### src/rtl/cdr_loop_gain_scheduler.sv
// CDR loop-filter sequencer: windowed Up/Dn vote counting, acquisition/tracking gain
// scheduling, loop-filter clear on (re)start and lock reporting.
module cdr_loop_gain_scheduler #(
  parameter int WIN_LOG2   = 6,
  parameter int LOCK_THR   = 4,
  parameter int LOCK_WINS  = 4,
  parameter int UNLOCK_THR = 16,
  parameter int GW         = 5,
  parameter int ACQ_GAIN   = 6,
  parameter int ACQ_FRUG   = 16,
  parameter int TRK_GAIN   = 3,
  parameter int TRK_FRUG   = 8
) (
  input  logic          clk,
  input  logic          rst,
  input  logic          en,
  input  logic          Up,
  input  logic          Dn,
  output logic [GW-1:0] phase_gain,
  output logic [GW-1:0] freq_gain,
  output logic          freq_hold,
  output logic          lf_clr,
  output logic          locked,
  output logic [1:0]    state
);

  localparam int NW = WIN_LOG2 + 2;
  localparam logic [NW-1:0] LOCK_LIM   = NW'(LOCK_THR);
  localparam logic [NW-1:0] UNLOCK_LIM = NW'(UNLOCK_THR);
  localparam logic [3:0]    LOCK_N     = 4'(LOCK_WINS);

  typedef enum logic [1:0] {
    S_OFF   = 2'b00,
    S_CLEAR = 2'b01,
    S_ACQ   = 2'b10,
    S_TRACK = 2'b11
  } state_t;

  state_t                 state_q, state_d;
  logic [WIN_LOG2-1:0]    win_cnt_q, win_cnt_d;
  logic signed [NW-1:0]   net_q, net_d;
  logic [3:0]             quiet_cnt_q, quiet_cnt_d;
  logic [GW-1:0]          phase_gain_d, freq_gain_d;
  logic                   freq_hold_d, lf_clr_d, locked_d;

  logic signed [NW-1:0]   vote;
  logic signed [NW-1:0]   net_eval;
  logic [NW-1:0]          net_mag;
  logic                   counting, win_end, quiet, loud;

  function automatic logic signed [NW-1:0] vote_of(input logic up, input logic dn);
    logic signed [NW-1:0] v;
    v = '0;
    if (up && !dn) v = {{(NW-1){1'b0}}, 1'b1};
    else if (dn && !up) v = '1;
    return v;
  endfunction

  function automatic logic [NW-1:0] mag(input logic signed [NW-1:0] x);
    logic [NW-1:0] r;
    r = x[NW-1] ? $unsigned(-x) : $unsigned(x);
    return r;
  endfunction

  // Window evaluation uses the net count including the current cycle's vote.
  always_comb begin
    counting = (state_q == S_ACQ) || (state_q == S_TRACK);
    vote     = vote_of(Up, Dn);
    net_eval = net_q + vote;
    net_mag  = mag(net_eval);
    win_end  = counting && (win_cnt_q == '1);
    quiet    = (net_mag <= LOCK_LIM);
    loud     = (net_mag > UNLOCK_LIM);

    state_d     = state_q;
    quiet_cnt_d = quiet_cnt_q;
    case (state_q)
      S_OFF:   state_d = S_CLEAR;
      S_CLEAR: state_d = S_ACQ;
      S_ACQ: begin
        if (win_end) begin
          if (quiet) begin
            quiet_cnt_d = quiet_cnt_q + 4'd1;
            if (quiet_cnt_q + 4'd1 == LOCK_N) state_d = S_TRACK;
          end else begin
            quiet_cnt_d = '0;
          end
        end
      end
      S_TRACK: begin
        if (win_end && loud) state_d = S_CLEAR;
      end
      default: state_d = S_OFF;
    endcase
    if (!en) state_d = S_OFF;

    // Counters only run while staying within ACQ/TRACK; any exit or restart clears them.
    if (counting && ((state_d == S_ACQ) || (state_d == S_TRACK))) begin
      win_cnt_d = win_cnt_q + WIN_LOG2'(1);
      net_d     = win_end ? '0 : net_eval;
    end else begin
      win_cnt_d   = '0;
      net_d       = '0;
      quiet_cnt_d = '0;
    end
  end

  always_comb begin
    phase_gain_d = '0;
    freq_gain_d  = '0;
    freq_hold_d  = 1'b1;
    lf_clr_d     = 1'b0;
    locked_d     = 1'b0;
    case (state_d)
      S_CLEAR: begin
        phase_gain_d = GW'(ACQ_GAIN);
        freq_gain_d  = GW'(ACQ_FRUG);
        lf_clr_d     = 1'b1;
      end
      S_ACQ: begin
        phase_gain_d = GW'(ACQ_GAIN);
        freq_gain_d  = GW'(ACQ_FRUG);
        freq_hold_d  = 1'b0;
      end
      S_TRACK: begin
        phase_gain_d = GW'(TRK_GAIN);
        freq_gain_d  = GW'(TRK_FRUG);
        freq_hold_d  = 1'b0;
        locked_d     = 1'b1;
      end
      default: ;
    endcase
  end

  always_ff @(posedge clk or posedge rst) begin
    if (rst) begin
      state_q     <= S_OFF;
      win_cnt_q   <= '0;
      net_q       <= '0;
      quiet_cnt_q <= '0;
      phase_gain  <= '0;
      freq_gain   <= '0;
      freq_hold   <= 1'b1;
      lf_clr      <= 1'b0;
      locked      <= 1'b0;
    end else begin
      state_q     <= state_d;
      win_cnt_q   <= win_cnt_d;
      net_q       <= net_d;
      quiet_cnt_q <= quiet_cnt_d;
      phase_gain  <= phase_gain_d;
      freq_gain   <= freq_gain_d;
      freq_hold   <= freq_hold_d;
      lf_clr      <= lf_clr_d;
      locked      <= locked_d;
    end
  end

  assign state = state_q;

endmodule

### config.mk
export PLATFORM = sky130hd
export DESIGN_NAME = cdr_loop_gain_scheduler
export DESIGN_NICKNAME = d
export VERILOG_FILES = /design/src/rtl/cdr_loop_gain_scheduler.sv
export SDC_FILE = /design/constraint.sdc
export NUM_CORES = 1
export LEC_CHECK = 0
export ABC_AREA = 0
export CAP_MARGIN = 20
export CORE_MARGIN = 1.5
export CORE_UTILIZATION = 57
export CTS_CLUSTER_SIZE = 10
export DETAILED_ROUTE_END_ITERATION = 16
export PLACE_DENSITY = 0.8
export SYNTH_ARGS = -nofsm -noshare
export SYNTH_HDL_FRONTEND = slang
export SYNTH_SLANG_ARGS = --single-unit
### constraint.sdc
create_clock -name clk -period 6.05 [get_ports clk]
set_clock_uncertainty 0.2 [all_clocks]
set_input_delay 0.605 -clock clk [delete_from_list [all_inputs] [get_ports clk]]
set_output_delay 0.605 -clock clk [all_outputs]
set_load 0.02 [all_outputs]
After elaboration in Yosys (flattened, before gate mapping)
Cells that the tools add are included.

cells by class
  $add $sub $neg = 4
  magnitude comparators = 2
  eq/ne operators = 10
  mux-type cells = 21
  reduce and logical (&&, ||, !) cells = 13

operator list
  kind                 number
  $mux 8               5
  $mux 4               4
  $mux 2               5
  $pmux 5 s2           1
  $add 8x8->8          1
  $eq 2x2->1 const B   4
  $gt 8x5->1 const B   1
  $le 8x3->1 const B   1
  $neg 8->8            1
  $pmux 2 s4           1
  $add 6x1->6 const B  1
  $eq 6x6->1 const B   1
  $mux 6               1
  $pmux 3 s2           1
  $logic_and 1x1->1    5
  $add 4x1->4 const B  1
  $eq 2x1->1 const B   2
  $eq 4x3->1 const B   1
  $ne 2x2->1 const B   2
  $reduce_or 2->1      2
  $mux 1               3
  $logic_not 1->1      2
  $logic_not 2->1      1
  $logic_or 1x1->1     2
  $reduce_and 2->1     1

storage, ports and cells
  register bits after elaboration = 33
  input bits = 5
  output and inout port bits = 15
  logic and storage cells = 59

Depth between registers and ports, before layout
Gate-level depths: netlist of run 1.

  word-level depth = 17
  mapped depth = 21
  gate-level depth less buffers = 20

Least setup slack after synthesis of run 1
Ideal clock, no wire load.

  kind = input to register
  start point = in Up
  end point = reg quiet_cnt_q[2]
  setup time = 65 ps
  arrival time = 4,604 ps
  data required time = 5,785 ps
  path slack = 1,181 ps
  cell stages on the path = 21
  buffers on the path = 2
  cell sequence = inv_1 > ha_1 > buf_6 > buf_12 > xor2_1 > ha_1 > inv_1 > ha_1 > o21ai_0 > nor3_1 > mux2i_1 > o311a_2 > o211ai_1 > nand4b_1 > o21a_1 > ha_1 > o21ai_1 > nor2_1 > or2_2 > a2111oi_0 > a21o_1

between the ends
  longest elaborated chain between the ends = 17
  elaborated cells between the ends (all ways) = 27
  those cells by class = add/sub: 2; order compare: 2; eq/ne: 4; mux: 12; reduce/logical: 7

RTL lines
  what                                         RTL line  RTL
  start, declared                              17        input logic Up,
  $logic_not 1->1                              55        else if (dn && !up) v = '1;
  $logic_and 1x1->1                            55
  $mux 8                                       55
  $mux 8 *                                     54        if (up && !dn) v = {{(NW-1){1'b0}}, 1'b1};
  $add 8x8->8 *                                69        net_eval = net_q + vote;
  $neg 8->8                                    61        r = x[NW-1] ? $unsigned(-x) : $unsigned(x);
  $mux 8 *                                     61
  $le 8x3->1 or $gt 8x5->1 (tied branches)     72, 73
  $mux 2 or $logic_and 1x1->1 (tied branches)  82, 91
  $mux 2, on equally long branches             81, 91
  $pmux 2 s4                                   77        case (state_q)
  $mux 2                                       95        if (!en) state_d = S_OFF;
  $eq 2x2->1                                   98        if (counting && ((state_d == S_ACQ) || (state_d == S_TRACK))) begin
  $logic_or 1x1->1                             98
  $logic_and 1x1->1                            98
  $ne 2x2->1 (no line)                         --
  $reduce_and 2->1 (no line)                   --
  end signal, assigned                         150       quiet_cnt_q <= quiet_cnt_d;
  end, declared                                42        logic [3:0] quiet_cnt_q, quiet_cnt_d;

Mark *: on every way between the ends. The rest lies on a longest branch, timed or not. The select of a mux whose other input is x is not followed.
A chain may end at the register's enable or synchronous reset.

Final worst setup path of run 1
  start point = in Up
  end point = reg quiet_cnt_q[2]

between the ends
  longest elaborated chain between the ends = 17
  elaborated cells between the ends (all ways) = 27
  those cells by class = add/sub: 2; order compare: 2; eq/ne: 4; mux: 12; reduce/logical: 7

RTL lines
  what                                      RTL line  RTL
  $logic_not 1->1                           55
  $logic_and 1x1->1                         55
  $mux 8                                    55
  $mux 8 *                                  54
  $add 8x8->8 *                             69
  $neg 8->8                                 61
  $mux 8 *                                  61
  $le 8x3->1 or $gt 8x5->1 (tied branches)  72, 73
  [... 2 more ...]                          --
  $pmux 2 s4 *                              77
  $mux 2 *                                  95
  named net state_d[1]                      39        state_t state_q, state_d;
  $eq 2x2->1                                98
  $logic_or 1x1->1 *                        98
  $logic_and 1x1->1 *                       98
  $ne 2x2->1 (no line)                      --
  $reduce_and 2->1 (no line)                --

The timed path passes the listed nets; every way through them passes the cells marked *. The select of a mux whose other input is x is not followed.

==> impl_metrics.json, run 1 <==
{
  "cp_max_fo": 12,
  "switchingPower_w": 0.000146,
  "power_leakage_nw": 0.911,
  "numCtsBuffers": 3,
  "pin_count": 20,
  "hp-class": "reg -> reg",
  "worst_skew_pair.late_latency_ns": 0.31,
  "synth_common_cells": "dfrtp_1, nor2_1, ha_1, nand2_1",
  "synth_area_leaders": "dfrtp_1, ha_1, xor2_1",
  "pre_cts_ws_ns": 0.134,
  "route.detailed.drc": 0,
  "final_hold_viol_count": 0,
  "switching_share_pct": 34.9,
  "grt_remaining_overflow": 0,
  "area_delta_synth_final_pct": 6.47,
  "die_y_um": 62.1,
  "cts.root.buffer_cell": "clkbuf_4",
  "grt_max_degree": 26,
  "critPathSlowestCell": "a211oi_4",
  "drt-met1-wl_um": 1680,
  "ctsHtreeMaxLevel": 1,
  "async_flop_share_pct": 100,
  "avgRoutedWirePerCell_um": 14.2,
  "rsz0062_at_grt": "no",
  "cp-start-kind": "input pin",
  "synth_top_cell_area_share_pct": 30.2,
  "cts_sinks": 25,
  "vias": 1542,
  "drv_cap": 0,
  "rrSetupSlack_ns": 1.20,
  "power_frac_clock_pct": 17.3,
  "p_int_w": 0.000273,
  "top_layer": "met4",
  "syn-instance-count": 207,
  "yosysMostFrequentCell": "dfrtp_1",
  "grt_pass1_vias": 1463,
  "whs_endpoint": "win_cnt_q[0]",
  "r2r-end": "quiet_cnt_q[2]",
  "tns_ns": 0,
  "fin_crit_sh_pct": 94.0,
  "grt_pass1_wl_um": 6440,
  "fin_area_sq_um": 2120,
  "met3WireLength_um": 149,
  "vias_per_cell": 5.91,
  "max_freq_mhz": 176,
  "dp_hpwl_um": 2890,
  "p_comb_share_pct": 36.6,
  "hold_slack_ns": 0.323,
  "syn_avg_cell_area_sq_um": 9.62,
  "worstRegToRegCells": 17,
  "cts.hold.buffers_added": 0,
  "slew_headroom_pct": 40.2,
  "status": "completed",
  "place_area_sq_um": 2090,
  "wl_met2_um": 1850,
  "fin_total_pwr_w": 0.000419,
  "routed_wl_um": 3690,
  "cts_resized": 0,
  "critical_path_buf_inv_count": 2,
  "drv_slew": 0,
  "regArea_sq_um": 627,
  "die_w_um": 62.1,
  "end_kind": "flip-flop",
  "cts_max_path_buffers": 2,
  "critPathMaxStageDelay_ns": 0.48,
  "p_per_area_nw_per_um2": 198,
  "cts_tree": "built",
  "yosysTopAreaCell": "dfrtp_1",
  "seq_power_share_pct": 46.1,
  "synth_edf_count": 0,
  "post_cts_buffers": 0,
  "dieArea_sq_um": 3860,
  "seq_area_frac_synth_pct": 31.5,
  "antenna_found_initial": 0,
  "start_util_pct": 59.7,
  "timing_worst_setup_path_type": "in -> reg",
  "clkTransAtPathRegs_ns": 0.13,
  "rows": 21,
  "finalSetupViolCount": 0,
  "syn_area_sq_um": 1990,
  "drive_gt1_share_pct": 13.0,
  "hp-start": "win_cnt_q[0]",
  "ys_types": 66,
  "place.gp.congestion": 0.845,
  "min_path_cells": 1,
  "numPortBuffers": 14,
  "yosysWarningCount": 0,
  "cp_top_family": "compound AO/OA/AOI/OAI gates",
  "nets": 234,
  "timing.final.ws_setup_ns": 0.365,
  "period_needed_ns": 5.69,
  "drt_iter0_drc": 71,
  "cpMostUsedCell": "ha_1",
  "synth_flop_cell": "dfrtp_1",
  "worstPathCellList": "clkdlybuf4s50_1, inv_1, ha_1, ha_1, a211oi_1, nor3_2, a211oi_4, xnor2_4, and3b_1, a32oi_2, and3_1, a31oi_1, ha_1, o21ai_1, nor2_1, or2_2, a2111oi_0, a21o_1",
  "peakVddDrop_v": 0.000185,
  "coreArea_sq_um": 3340,
  "worstMarginPinSlew_ns": 0.896,
  "drt_first_pass_iters": 4,
  "diodes": 0,
  "worstPathRequired_ns": 6.11,
  "critical_path_arrival_ns": 5.74,
  "r2r_start": "net_q[1]",
  "nFillCells": 280,
  "multi_input_area_sq_um": 1230,
  "ant_nets": 0,
  "synth-seq-cells": 25,
  "grt.total_usage_pct": 20.0
}
-- metrics by stage --
stage	util, %	std cells
floorplan	-	211
global placement	62.7	257
detailed placement	62.7	257
CTS	63.6	261
global route	63.6	261
finish	63.6	261
-- area by class of cell --
| type | instances | share of cell area (%) |
|---|---|---|
| well taps | 46 | 2.71 |
| flip-flops and latches | 25 | 29.6 |
| repair buffers | 15 | 6.96 |
| multi-input cells | 163 | 57.9 |
| clock inverters | 1 | 0.354 |
| clock buffers | 3 | 1.06 |
| inverters | 8 | 1.42 |
-- routing by layer --
layer,vias to the layer above,track usage [%]
met5,-,0
li1,765,-
met3,2,4.17
met2,39,34.6
met4,0,3.33
met1,736,26.3
-- registers in the layout, indices dropped and copies added, names as in the netlist --
register,flops
freq_gain,1
lf_clr,1
quiet_cnt_q,4
phase_gain,2
state,2
freq_hold,1
net_q,8
win_cnt_q,6
-- worst max-delay path by stage --
stage	slack, ns	cells after the start	startpoint	to
final	0.36	18	Up	quiet_cnt_q[2]
after CTS	0.46	18	Up	quiet_cnt_q[2]
after global routing	0.04	18	Up	quiet_cnt_q[2]
after global placement	0.37	17	Dn	quiet_cnt_q[2]
after floorplan	1.18	21	Up	quiet_cnt_q[2]
after detailed placement	0.13	18	Up	quiet_cnt_q[2]
-- logic make-up (layout without fill, tap and decap cells) --
logic type | count (synthesis) | count (layout) | synth area share (%)
AND/OR/NAND/NOR | 77 | 77 | 23.4
AO/OA/AOI/OAI | 45 | 45 | 16.7
flip-flops | 25 | 25 | 31.5
buffers and inverters | 23 | 27 | 7.60
XOR/XNOR | 19 | 19 | 10.4
adder cells (fa/ha/maj) | 13 | 13 | 8.17
multiplexers | 4 | 4 | 2.07
other | 1 | 5 | 0.188
-- worst register-to-register path, delay by kind of cell, from the launching register on --
family,cells,cell delay (ns)
buffers and inverters,1,0.12
AOI/OAI and AO/OA,7,1.77
and+or+nand+nor,4,0.85
adders and majority gates,3,0.96
DFF,1,0.53
xor gates and xnor gates,1,0.20
muxes,1,0.16
-- placed cells by master (no fill, tap or decap), drive strengths merged, types with 2 or more instances in the layout --
cell           instances
nand2                 13
and3                   5
a21oi                  7
or4                    2
a211o                  2
inv                    8
nor4b                  2
or3                    2
o211ai                 4
nand4b                 4
ha                    13
o22ai                  2
nor2                  19
and2                   2
xnor2                 11
nor3                   5
conb                   5
mux2i                  3
and3b                  2
nand2b                 3
xor2                   8
o21ai                  9
nand3                  8
a211oi                 2
dfrtp                 24
clkdlybuf4s50         14
a31oi                  3
o31ai                  4
nand4                  2
a21boi                 2
clkbuf                 3
-- power groups by stage --
| stage | registers, W | clock network (W) | logic (W) |
|---|---|---|---|
| after floorplan | 0.000207 | 0 | 0.000101 |
| after global placement | 0.000196 | 0 | 0.000150 |
| after detailed placement | 0.000197 | 0 | 0.000153 |
| after CTS | 0.000193 | 0.0000771 | 0.000154 |
| after global routing | 0.000195 | 0.0000837 | 0.000167 |
| final | 0.000193 | 0.0000723 | 0.000153 |
No activity file was read; power rests on OpenSTA's default activity.
==> run 2: changes to the inputs <==
- RECOVER_POWER: not set -> 50
==> impl_metrics.json, run 2 (synthesis results as in run 1) <==
{
  "routed_wl_um": 3700,
  "grt_pass1_vias": 1463,
  "worstMarginPinSlew_ns": 0.895,
  "critical_path_arrival_ns": 5.75,
  "grt_remaining_overflow": 0,
  "peakVddDrop_v": 0.000185,
  "largest_register": "net_q",
  "cts.root.buffer_cell": "clkbuf_4",
  "ctsHtreeMaxLevel": 1,
  "die_w_um": 62.1,
  "numCtsBuffers": 3,
  "coreArea_sq_um": 3340,
  "grt_pass1_wl_um": 6440,
  "worstPathRequired_ns": 6.11,
  "drive_gt1_share_pct": 13.0,
  "worstRegToRegCells": 17,
  "drv_cap": 0,
  "timing_worst_setup_path_type": "in -> reg",
  "drt_first_pass_iters": 5,
  "nets": 234,
  "startpoint": "Up",
  "numPortBuffers": 14,
  "avgRoutedWirePerCell_um": 14.2,
  "crit_end": "quiet_cnt_q[2]",
  "die_y_um": 62.1,
  "pin_count": 20,
  "end_kind": "flip-flop",
  "slew_headroom_pct": 40.2,
  "status": "completed",
  "diodes": 0,
  "dieArea_sq_um": 3860,
  "p_per_area_nw_per_um2": 196,
  "dp_hpwl_um": 2890,
  "hp-class": "reg -> reg",
  "route.detailed.drc": 0,
  "place.gp.congestion": 0.845,
  "final_common_cell": "dfrtp_1",
  "antenna_found_initial": 0,
  "final_hold_viol_count": 0,
  "drv_slew": 0,
  "timing.final.ws_setup_ns": 0.362,
  "cts_resized": 0,
  "ant_nets": 0,
  "start_util_pct": 59.7,
  "cts.hold.buffers_added": 0,
  "cts_sinks": 25,
  "final_cell_mix": "dfrtp_1, nor2_1, nand2_1, ha_1",
  "vias": 1549,
  "r2r_start": "net_q[1]",
  "drt_iter0_drc": 78,
  "pre_cts_ws_ns": 0.134,
  "max_freq_mhz": 176,
  "power_leakage_nw": 0.919,
  "drt-met1-wl_um": 1670,
  "finalSetupViolCount": 0,
  "vias_per_cell": 5.93,
  "rows": 21,
  "cts_max_path_buffers": 2,
  "fin_total_pwr_w": 0.000415,
  "largest_registers": "net_q x8, win_cnt_q x6, quiet_cnt_q x4",
  "r2r-end": "quiet_cnt_q[2]",
  "rsz0062_at_grt": "no",
  "tns_ns": 0,
  "met3WireLength_um": 152,
  "worst_skew_pair.late_latency_ns": 0.31,
  "area_delta_synth_final_pct": 6.47,
  "clkTransAtPathRegs_ns": 0.13,
  "grt.total_usage_pct": 20.0,
  "fin_crit_sh_pct": 94.0,
  "wl_met2_um": 1860,
  "hold_slack_ns": 0.323,
  "rrSetupSlack_ns": 1.20,
  "post_cts_buffers": 0,
  "top_layer": "met4",
  "cp_max_fo": 12,
  "cp-start-kind": "input pin",
  "period_needed_ns": 5.69,
  "grt_max_degree": 26,
  "cts_tree": "built",
  "largest_reg_flops": 8
}
==> run 2: worst min path at each step <==
stage / start / end / cells after the start
after floorplan: win_cnt_q[0] / win_cnt_q[0] / 1
after detailed placement: win_cnt_q[0] / win_cnt_q[0] / 1
final: win_cnt_q[0] / win_cnt_q[0] / 1
after global routing: win_cnt_q[0] / win_cnt_q[0] / 1
after CTS: win_cnt_q[0] / win_cnt_q[0] / 1
after global placement: win_cnt_q[0] / win_cnt_q[0] / 1
==> run 2: metrics by stage <==
step | instance area, sq um | instances | util (%)
2_1_floorplan | 2010 | 211 | -
3_3_place_gp | 2090 | 257 | 62.7
3_5_place_dp | 2090 | 257 | 62.7
4_1_cts | 2120 | 261 | 63.6
5_1_grt | 2120 | 261 | 63.6
6_report | 2120 | 261 | 63.6
==> run 2: worst max-delay path, cell delays in order <==
cell and delay, ns:
clkdlybuf4s50_1 0.41, inv_1 0.09, ha_1 0.45, ha_1 0.42, a211oi_1 0.31, nor3_2 0.10, a211oi_4 0.48, xnor2_4 0.19
and3b_1 0.24, a32oi_2 0.25, and3_1 0.23, a31oi_1 0.13, ha_1 0.24, o21ai_1 0.42, nor2_1 0.23, or2_2 0.33
a2111oi_0 0.47, a21o_1 0.13
==> run 2: where the power goes <==
group	internal (W)	leakage [nW]	switching, W	total [W]
logic	0.0000626	0.568	0.0000872	0.000150
clock network	0.0000252	0.0139	0.0000471	0.0000723
registers	0.000181	0.338	0.0000115	0.000193
total	0.000269	0.919	0.000146	0.000415
==> run 2: metal layers <==
layer | track usage (%) | vias up
met4 | 3.33 | 0
met3 | 4.17 | 2
met2 | 34.6 | 40
met1 | 26.3 | 743
li1 | - | 764
met5 | 0 | -
==> run 2: area by class of cell <==
class                      count  area [sq um]
multi-input combinational    163          1230
fill                         280          1220
sequential                    25           627
timing repair buffer          15           148
tap                           46          57.6
inverter                       8          30.0
clock buffer                   3          22.5
clock inverter                 1          7.51
